$ cat config.mk
export PLATFORM = sky130hd
export DESIGN_NAME = capture_buffer
export DESIGN_NICKNAME = d
export VERILOG_FILES = /design/src/rtl/capture_pkg.sv /design/src/rtl/block_ram.sv /design/src/rtl/capture_buffer.sv
export SDC_FILE = /design/constraint.sdc
export NUM_CORES = 2
export LEC_CHECK = 0
export CAP_MARGIN = 20
export CORE_MARGIN = 5
export CORE_UTILIZATION = 38
export DETAILED_ROUTE_END_ITERATION = 16
export PLACE_DENSITY = 0.5
export SETUP_SLACK_MARGIN = 0.15
export SYNTH_ARGS = -nofsm -noshare
export SYNTH_HDL_FRONTEND = slang
export SYNTH_SLANG_ARGS = --single-unit
$ cat constraint.sdc
create_clock -name clk -period 6.9 [get_ports clk]
set_input_delay 2.07 -clock clk [delete_from_list [all_inputs] [get_ports clk]]
set_output_delay 2.07 -clock clk [all_outputs]
set_load 0.02 [all_outputs]
$ cat src/rtl/capture_pkg.sv
// Shared types and helpers for the triggered capture buffer.
package capture_pkg;

   localparam int TIMESTEP_SEL_W = 3;
   // Wide enough to hold the longest sample period (2**7 clocks).
   localparam int TICK_CNT_W     = (1 << TIMESTEP_SEL_W) - 1;

   typedef enum logic [2:0] {
      IDLE  = 3'd0,
      PRE   = 3'd1,
      ARMED = 3'd2,
      POST  = 3'd3,
      DONE  = 3'd4
   } capture_state_t;

   // True while the buffer owns the RAM port.
   function automatic logic is_capturing(input capture_state_t s);
      return (s == PRE) || (s == ARMED) || (s == POST);
   endfunction

   // Low bits of the tick counter that must be zero for a sample tick.
   function automatic logic [TICK_CNT_W-1:0] tick_mask(input logic [TIMESTEP_SEL_W-1:0] sel);
      return TICK_CNT_W'((32'd1 << sel) - 32'd1);
   endfunction

endpackage

$ cat src/rtl/block_ram.sv
// Single-port block RAM with registered read (read-before-write).
module block_ram #(
   parameter int RAM_WIDTH     = 8,
   parameter int RAM_ADDR_BITS = 8
) (
   input  logic                     clk,
   input  logic                     wr_en,
   input  logic [RAM_ADDR_BITS-1:0] addr,
   input  logic [RAM_WIDTH-1:0]     wr_data,
   output logic [RAM_WIDTH-1:0]     rd_data
);

   logic [RAM_WIDTH-1:0] mem [2**RAM_ADDR_BITS];
   logic [RAM_WIDTH-1:0] rd_data_q;

   // Storage write plus synchronous read of the addressed word.
   always_ff @(posedge clk) begin
      if (wr_en) mem[addr] <= wr_data;
      rd_data_q <= mem[addr];
   end

   assign rd_data = rd_data_q;

endmodule

$ cat src/rtl/capture_buffer.sv
// Triggered multi-channel capture buffer (logic-analyser style).
// Optional build macro CAPTURE_ANY_EDGE_EN adds cfg_edge_mask: a change on any
// masked probe bit between ticks also counts as a trigger event.
// Read port: rd_enable is a one-cycle strobe; rd_data carries RAM[rd_address]
// on the following cycle, and is zero whenever no read was accepted.
module capture_buffer
   import capture_pkg::*;
#(
   parameter int NUM_CH        = 8,
   parameter int RAM_ADDR_BITS = 8
) (
   input  logic                      clk,
   input  logic                      rst_n_sync,
   input  logic [NUM_CH-1:0]         probe_in,
   input  logic                      trigger_in,
   input  logic                      cfg_enable,
   input  logic [RAM_ADDR_BITS-1:0]  cfg_pretrig_count,
   input  logic [TIMESTEP_SEL_W-1:0] cfg_timestep_sel,
`ifdef CAPTURE_ANY_EDGE_EN
   input  logic [NUM_CH-1:0]         cfg_edge_mask,
`endif
   input  logic                      rd_enable,
   input  logic [RAM_ADDR_BITS-1:0]  rd_address,
   output logic [NUM_CH-1:0]         rd_data,
   output logic                      capture_active,
   output logic                      capture_done,
   output logic [RAM_ADDR_BITS-1:0]  trig_address,
   output logic [RAM_ADDR_BITS-1:0]  start_address,
   output capture_state_t            dbg_state
);

   localparam logic [RAM_ADDR_BITS-1:0] LAST_IDX = RAM_ADDR_BITS'((1 << RAM_ADDR_BITS) - 1);

   capture_state_t              state_q, state_d;
   logic [RAM_ADDR_BITS-1:0]    wr_ptr_q, wr_ptr_d;
   logic [RAM_ADDR_BITS-1:0]    pre_cnt_q, pre_cnt_d;
   logic [RAM_ADDR_BITS-1:0]    post_cnt_q, post_cnt_d;
   logic [TICK_CNT_W-1:0]       tick_cnt_q, tick_cnt_d;
   logic                        pending_q, pending_d;
   logic                        trig_prev_q, trig_prev_d;
   logic [RAM_ADDR_BITS-1:0]    trig_addr_q, trig_addr_d;
   logic [RAM_ADDR_BITS-1:0]    pretrig_q, pretrig_d;
   logic [TIMESTEP_SEL_W-1:0]   sel_q, sel_d;
   logic                        rd_valid_q, rd_valid_d;
`ifdef CAPTURE_ANY_EDGE_EN
   logic [NUM_CH-1:0]           edge_mask_q, edge_mask_d;
   logic [NUM_CH-1:0]           probe_prev_q, probe_prev_d;
`endif

   logic                        capturing, tick, trig_rise, trig_event, pre_full;
   logic [RAM_ADDR_BITS-1:0]    pre_cnt_inc, ram_addr;
   logic [NUM_CH-1:0]           ram_rd_data;
   logic                        wr_req, wr_en;

   assign capturing   = is_capturing(state_q);
   assign tick        = capturing && ((tick_cnt_q & tick_mask(sel_q)) == '0);
   assign trig_rise   = trigger_in && !trig_prev_q;
   assign pre_full    = (pre_cnt_q == pretrig_q);
   assign pre_cnt_inc = pre_cnt_q + 1'b1;
`ifdef CAPTURE_ANY_EDGE_EN
   assign trig_event  = pending_q || trig_rise || (|((probe_in ^ probe_prev_q) & edge_mask_q));
`else
   assign trig_event  = pending_q || trig_rise;
`endif

   // FSM state register.
   always_ff @(posedge clk) begin
      if (!rst_n_sync) state_q <= IDLE;
      else             state_q <= state_d;
   end

   // FSM next state; dropping cfg_enable aborts from anywhere.
   always_comb begin
      state_d = state_q;
      if (!cfg_enable) begin
         state_d = IDLE;
      end else begin
         case (state_q)
            IDLE:    state_d = PRE;
            PRE:     if (pre_full || (tick && pre_cnt_inc == pretrig_q)) state_d = ARMED;
            ARMED:   if (tick && trig_event) state_d = POST;
            POST:    if (tick && post_cnt_q == '0) state_d = DONE;
            DONE:    state_d = DONE;
            default: state_d = IDLE;
         endcase
      end
   end

   // FSM outputs.
   always_comb begin
      capture_active = capturing;
      capture_done   = (state_q == DONE);
      dbg_state      = state_q;
   end

   // Datapath next values: config latch, counters, write pointer, trigger capture.
   always_comb begin
      wr_ptr_d    = wr_ptr_q;
      pre_cnt_d   = pre_cnt_q;
      post_cnt_d  = post_cnt_q;
      tick_cnt_d  = tick_cnt_q;
      pending_d   = pending_q;
      trig_prev_d = trigger_in;
      trig_addr_d = trig_addr_q;
      pretrig_d   = pretrig_q;
      sel_d       = sel_q;
      rd_valid_d  = rd_enable && !capturing;
      wr_req      = 1'b0;
`ifdef CAPTURE_ANY_EDGE_EN
      edge_mask_d  = edge_mask_q;
      probe_prev_d = tick ? probe_in : probe_prev_q;
`endif
      case (state_q)
         IDLE: begin
            if (cfg_enable) begin
               wr_ptr_d   = '0;
               pre_cnt_d  = '0;
               tick_cnt_d = '0;
               pending_d  = 1'b0;
               pretrig_d  = cfg_pretrig_count;
               sel_d      = cfg_timestep_sel;
`ifdef CAPTURE_ANY_EDGE_EN
               edge_mask_d  = cfg_edge_mask;
               probe_prev_d = probe_in;
`endif
            end
         end
         PRE: begin
            tick_cnt_d = tick_cnt_q + 1'b1;
            if (tick && !pre_full) begin
               wr_req    = 1'b1;
               pre_cnt_d = pre_cnt_inc;
            end
         end
         ARMED: begin
            tick_cnt_d = tick_cnt_q + 1'b1;
            if (tick) begin
               wr_req = 1'b1;
               if (trig_event) begin
                  trig_addr_d = wr_ptr_q;
                  post_cnt_d  = LAST_IDX - pretrig_q;
                  pending_d   = 1'b0;
               end
            end else if (trig_rise) begin
               pending_d = 1'b1;
            end
         end
         POST: begin
            tick_cnt_d = tick_cnt_q + 1'b1;
            if (tick && post_cnt_q != '0) begin
               wr_req     = 1'b1;
               post_cnt_d = post_cnt_q - 1'b1;
            end
         end
         default: ;
      endcase
      // No write on the clock that aborts or resets the capture.
      wr_en = wr_req && cfg_enable && rst_n_sync;
      if (wr_en) wr_ptr_d = wr_ptr_q + 1'b1;
   end

   // Datapath registers.
   always_ff @(posedge clk) begin
      if (!rst_n_sync) begin
         wr_ptr_q     <= '0;
         pre_cnt_q    <= '0;
         post_cnt_q   <= '0;
         tick_cnt_q   <= '0;
         pending_q    <= 1'b0;
         trig_prev_q  <= 1'b0;
         trig_addr_q  <= '0;
         pretrig_q    <= '0;
         sel_q        <= '0;
         rd_valid_q   <= 1'b0;
`ifdef CAPTURE_ANY_EDGE_EN
         edge_mask_q  <= '0;
         probe_prev_q <= '0;
`endif
      end else begin
         wr_ptr_q     <= wr_ptr_d;
         pre_cnt_q    <= pre_cnt_d;
         post_cnt_q   <= post_cnt_d;
         tick_cnt_q   <= tick_cnt_d;
         pending_q    <= pending_d;
         trig_prev_q  <= trig_prev_d;
         trig_addr_q  <= trig_addr_d;
         pretrig_q    <= pretrig_d;
         sel_q        <= sel_d;
         rd_valid_q   <= rd_valid_d;
`ifdef CAPTURE_ANY_EDGE_EN
         edge_mask_q  <= edge_mask_d;
         probe_prev_q <= probe_prev_d;
`endif
      end
   end

   // Capture owns the single RAM port while active.
   assign ram_addr = capturing ? wr_ptr_q : rd_address;

   block_ram #(
      .RAM_WIDTH     (NUM_CH),
      .RAM_ADDR_BITS (RAM_ADDR_BITS)
   ) u_ram (
      .clk     (clk),
      .wr_en   (wr_en),
      .addr    (ram_addr),
      .wr_data (probe_in),
      .rd_data (ram_rd_data)
   );

   assign rd_data       = rd_valid_q ? ram_rd_data : '0;
   assign trig_address  = trig_addr_q;
   assign start_address = trig_addr_q - pretrig_q;

endmodule

==> flow_metrics.env <==
export IMPL_cp_cell_sequence="clkdlybuf4s50_1 -> a22oi_2 -> buf_12 -> buf_12 -> buf_4 -> nand3_1 -> a311oi_1 -> o21ai_0 -> a221oi_1 -> nand4_1"
export IMPL_yosysTopAreaCell="edfxtp_1"
export IMPL_seq_area_frac_synth_pct=74.33
export IMPL_num_nets_final=6086
export IMPL_reg2reg_from="dbg_state[0]"
export IMPL_yosysTopAreaCellShare_pct=72.81
export IMPL_hold_path_class="reg -> reg"
export IMPL_post_cts_buffers=0
export IMPL_async_flop_share_pct=0
export IMPL_die_x_um=481.4
export IMPL_finalHoldViolCount=0
export IMPL_tightest_slew_ns=1.183
export IMPL_core_mm2=0.2217
export IMPL_leakagePower_nw=31.49
export IMPL_power_density_mw_per_mm2=288.0
export IMPL_status="completed"
export IMPL_clkSinkCount=2112
export IMPL_grt_pass1_wl_um=407100
export IMPL_clock_latency_ns=0.87
export IMPL_grtUsageTotal_pct=24.76
export IMPL_slowest_delay_ns=0.97
export IMPL_arrival_ns=6.58
export IMPL_final_layout_size_suffix_gt1_share_pct=14.11
export IMPL_initial_core_util_pct=38.10
export IMPL_ys_ff_latch=2112
export IMPL_synthFlopType="edfxtp_1"
export IMPL_io_buffers=60
export IMPL_num_fill_cells=20063
export IMPL_yosys_top_cells_area="edfxtp_1 (73%), nand2_1 (5.5%), mux4_2 (4.4%)"
export IMPL_fmax_mhz=170.3
export IMPL_required_ns=7.61
export IMPL_drt_wl_total_um=291900
export IMPL_cts_root_buf="clkbuf_16"
export IMPL_finalClockSkew_ns=0.06068
export IMPL_die_height_um=481.4
export IMPL_vias=53488
export IMPL_syn_area_mm2=0.08446
export IMPL_critPathLaunchType="input port"
export IMPL_drcViolationCount=0
export IMPL_cts_tree="built"
export IMPL_crit_fanout=38
export IMPL_post_cts_resized=0
export IMPL_slew_viol_final=0
export IMPL_rsz0062_at_grt="false"
export IMPL_routabilityCongestion=0.9124
export IMPL_num_io_pins=61
export IMPL_synth_most_common_cell="edfxtp_1"
export IMPL_synth_commonest_cells="edfxtp_1 (2048), nand2_1 (1240), nand3_1 (446)"
export IMPL_wl_per_cell_um=31.68
export IMPL_tns_ns=0
export IMPL_period_share_pct=85.11
export IMPL_critPathKind="in -> reg"
export IMPL_cts_hold_buf=0
export IMPL_cts_buffers=220
export IMPL_rows=173
export IMPL_areaGrowthSynthToFinish_pct=15.40
export IMPL_path_clk_slew_ns=0.06
export IMPL_power_total_mw=28.07
export IMPL_yosysWarnings=0
export IMPL_die_area_mm2=0.2318
export IMPL_timing_slew_headroom_pct=21.14
export IMPL_critPathCaptureType="flop"
export IMPL_cp_top_family="compound AO/OA/AOI/OAI gates"
export IMPL_dp_hpwl_um=188400
export IMPL_drtIter0Drc=6761
export IMPL_cp_slowest_cell="a22oi_2"
export IMPL_clock_path_buffers=3
export IMPL_grt_pass1_vias=50680
export IMPL_dr_pass1_iters=6
export IMPL_period_minus_slack_ns=5.872
export IMPL_path_buf_inv=4
export IMPL_synth_edf_count=2048
export IMPL_final_setup_viol_count=0
export IMPL_h_tree_depth=4
export IMPL_syn_nets=5831
export IMPL_yosys_cell_types_count=82
export IMPL_vias_per_cell=5.804
export IMPL_grt_max_degree=140
export IMPL_crit_start="rd_address[1]"
export IMPL_syn_instance_count=5785
export IMPL_path_common_cell="buf_12"
export IMPL_antenna_found_initial=11
export IMPL_antenna_left=0
export IMPL_overflow=0
export IMPL_syn_avg_cell_area_um2=14.60
export IMPL_peakVddDrop_uv=277.0
export IMPL_hp_start="pretrig_q[6]"
export IMPL_max_cap_viol_count=0
[cells in the final DEF (no fill, tap or decap), drive strengths merged, types with 12 or more instances in the layout]
cell / Yosys / layout
a311oi: 47 / 47
nor4: 15 / 15
a22oi: 47 / 47
and2: 18 / 18
a32oi: 51 / 51
bufinv: 0 / 13
nor3: 31 / 31
inv: 24 / 30
a21oi: 109 / 109
nand4: 134 / 134
a221oi: 15 / 15
xor2: 12 / 12
clkdlybuf4s50: 0 / 52
nand3: 446 / 446
o21ai: 38 / 38
xnor2: 18 / 18
mux4: 164 / 164
clkbuf: 141 / 300
buf: 233 / 346
nand2: 1240 / 1240
nor2: 364 / 364
nor2b: 23 / 23
mux2i: 131 / 131
edfxtp: 2048 / 2048
and3: 50 / 50
a31oi: 117 / 117
dfxtp: 64 / 64
ha: 13 / 13
a211oi: 23 / 23
nand2b: 26 / 26
clkinv: 0 / 97
[sequential cells by signal (all words and copies together) (netlist names)]
register and cells:
trig_address 8, pre_cnt_q 8, post_cnt_q 8, u_ram.mem 2048
u_ram.rd_data 8, dbg_state 3, rd_valid_q 1, sel_q 3
pending_q 1, tick_cnt_q 7, wr_ptr_q 8, pretrig_q 8
trig_prev_q 1
[cell type report]
cell class                 count  area [um2]  area share (%)
antenna                       10       25.02         0.02567
clock buffer                 291        5884           6.037
clock inverter               121        1087           1.116
multi-input combinational   3275       20020           20.54
timing repair buffer         407        3856           3.956
sequential                  2112       62780           64.41
tap                         2975        3722           3.819
inverter                      24       90.09         0.09243
[routing by layer]
metal	global-route usage, %	share of wire [%]
met2	36.78	44
met3	4.898	8.9
met5	0	0.014
met4	8.591	3.9
met1	36.44	43
[worst paths after layout]
check | slack, ns | end | cells after the start
worst max register to register | 1.79 | u_ram.rd_data[5] | 13
worst min-delay path | 0.49 | pretrig_q[6] | 2
worst max-delay path | 1.03 | u_ram.rd_data[6] | 10
worst min register to register | 0.49 | pretrig_q[6] | 2
[through the flow]
step           area, um2  worst slack (ns)  util [%]  hold slack [ns]  std cells
6_report           97470             1.028     43.97           0.4945       9215
5_1_grt            97450            0.9102     43.97           0.5141       9210
4_1_cts            97410             1.032     43.95           0.4993       9203
3_5_place_dp       90430            0.3430     40.80           0.4875       8791
3_3_place_gp       90430            0.3181     40.80           0.4786       8791
2_1_floorplan      84460             2.271         -           0.4555       5785
[tightest hold or removal path: cells and delay by family (launching register included)]
family | cells | cell delay, ns
flops | 1 | 0.33
simple gates | 1 | 0.06
compound gates | 1 | 0.06
[kinds of logic after synthesis]
| family | Yosys count | share of synthesized area, % |
|---|---|---|
| AO/OA/AOI/OAI | 550 | 4.628 |
| XOR/XNOR | 30 | 0.3111 |
| adder cells (fa/ha/maj) | 14 | 0.2163 |
| buffers and inverters | 398 | 2.278 |
| flip-flops | 2112 | 74.33 |
| multiplexers | 305 | 6.059 |
| AND/OR/NAND/NOR | 2376 | 12.18 |
[where the power goes]
part | leakage (nW) | internal (mW) | switching (mW) | total, mW
Sequential | 18.9 | 14.1 | 0.0394 | 14.1
Clock | 3.40 | 6.49 | 5.11 | 11.6
Combinational | 9.17 | 0.680 | 1.67 | 2.35
No activity file was read; power rests on OpenSTA's default activity.
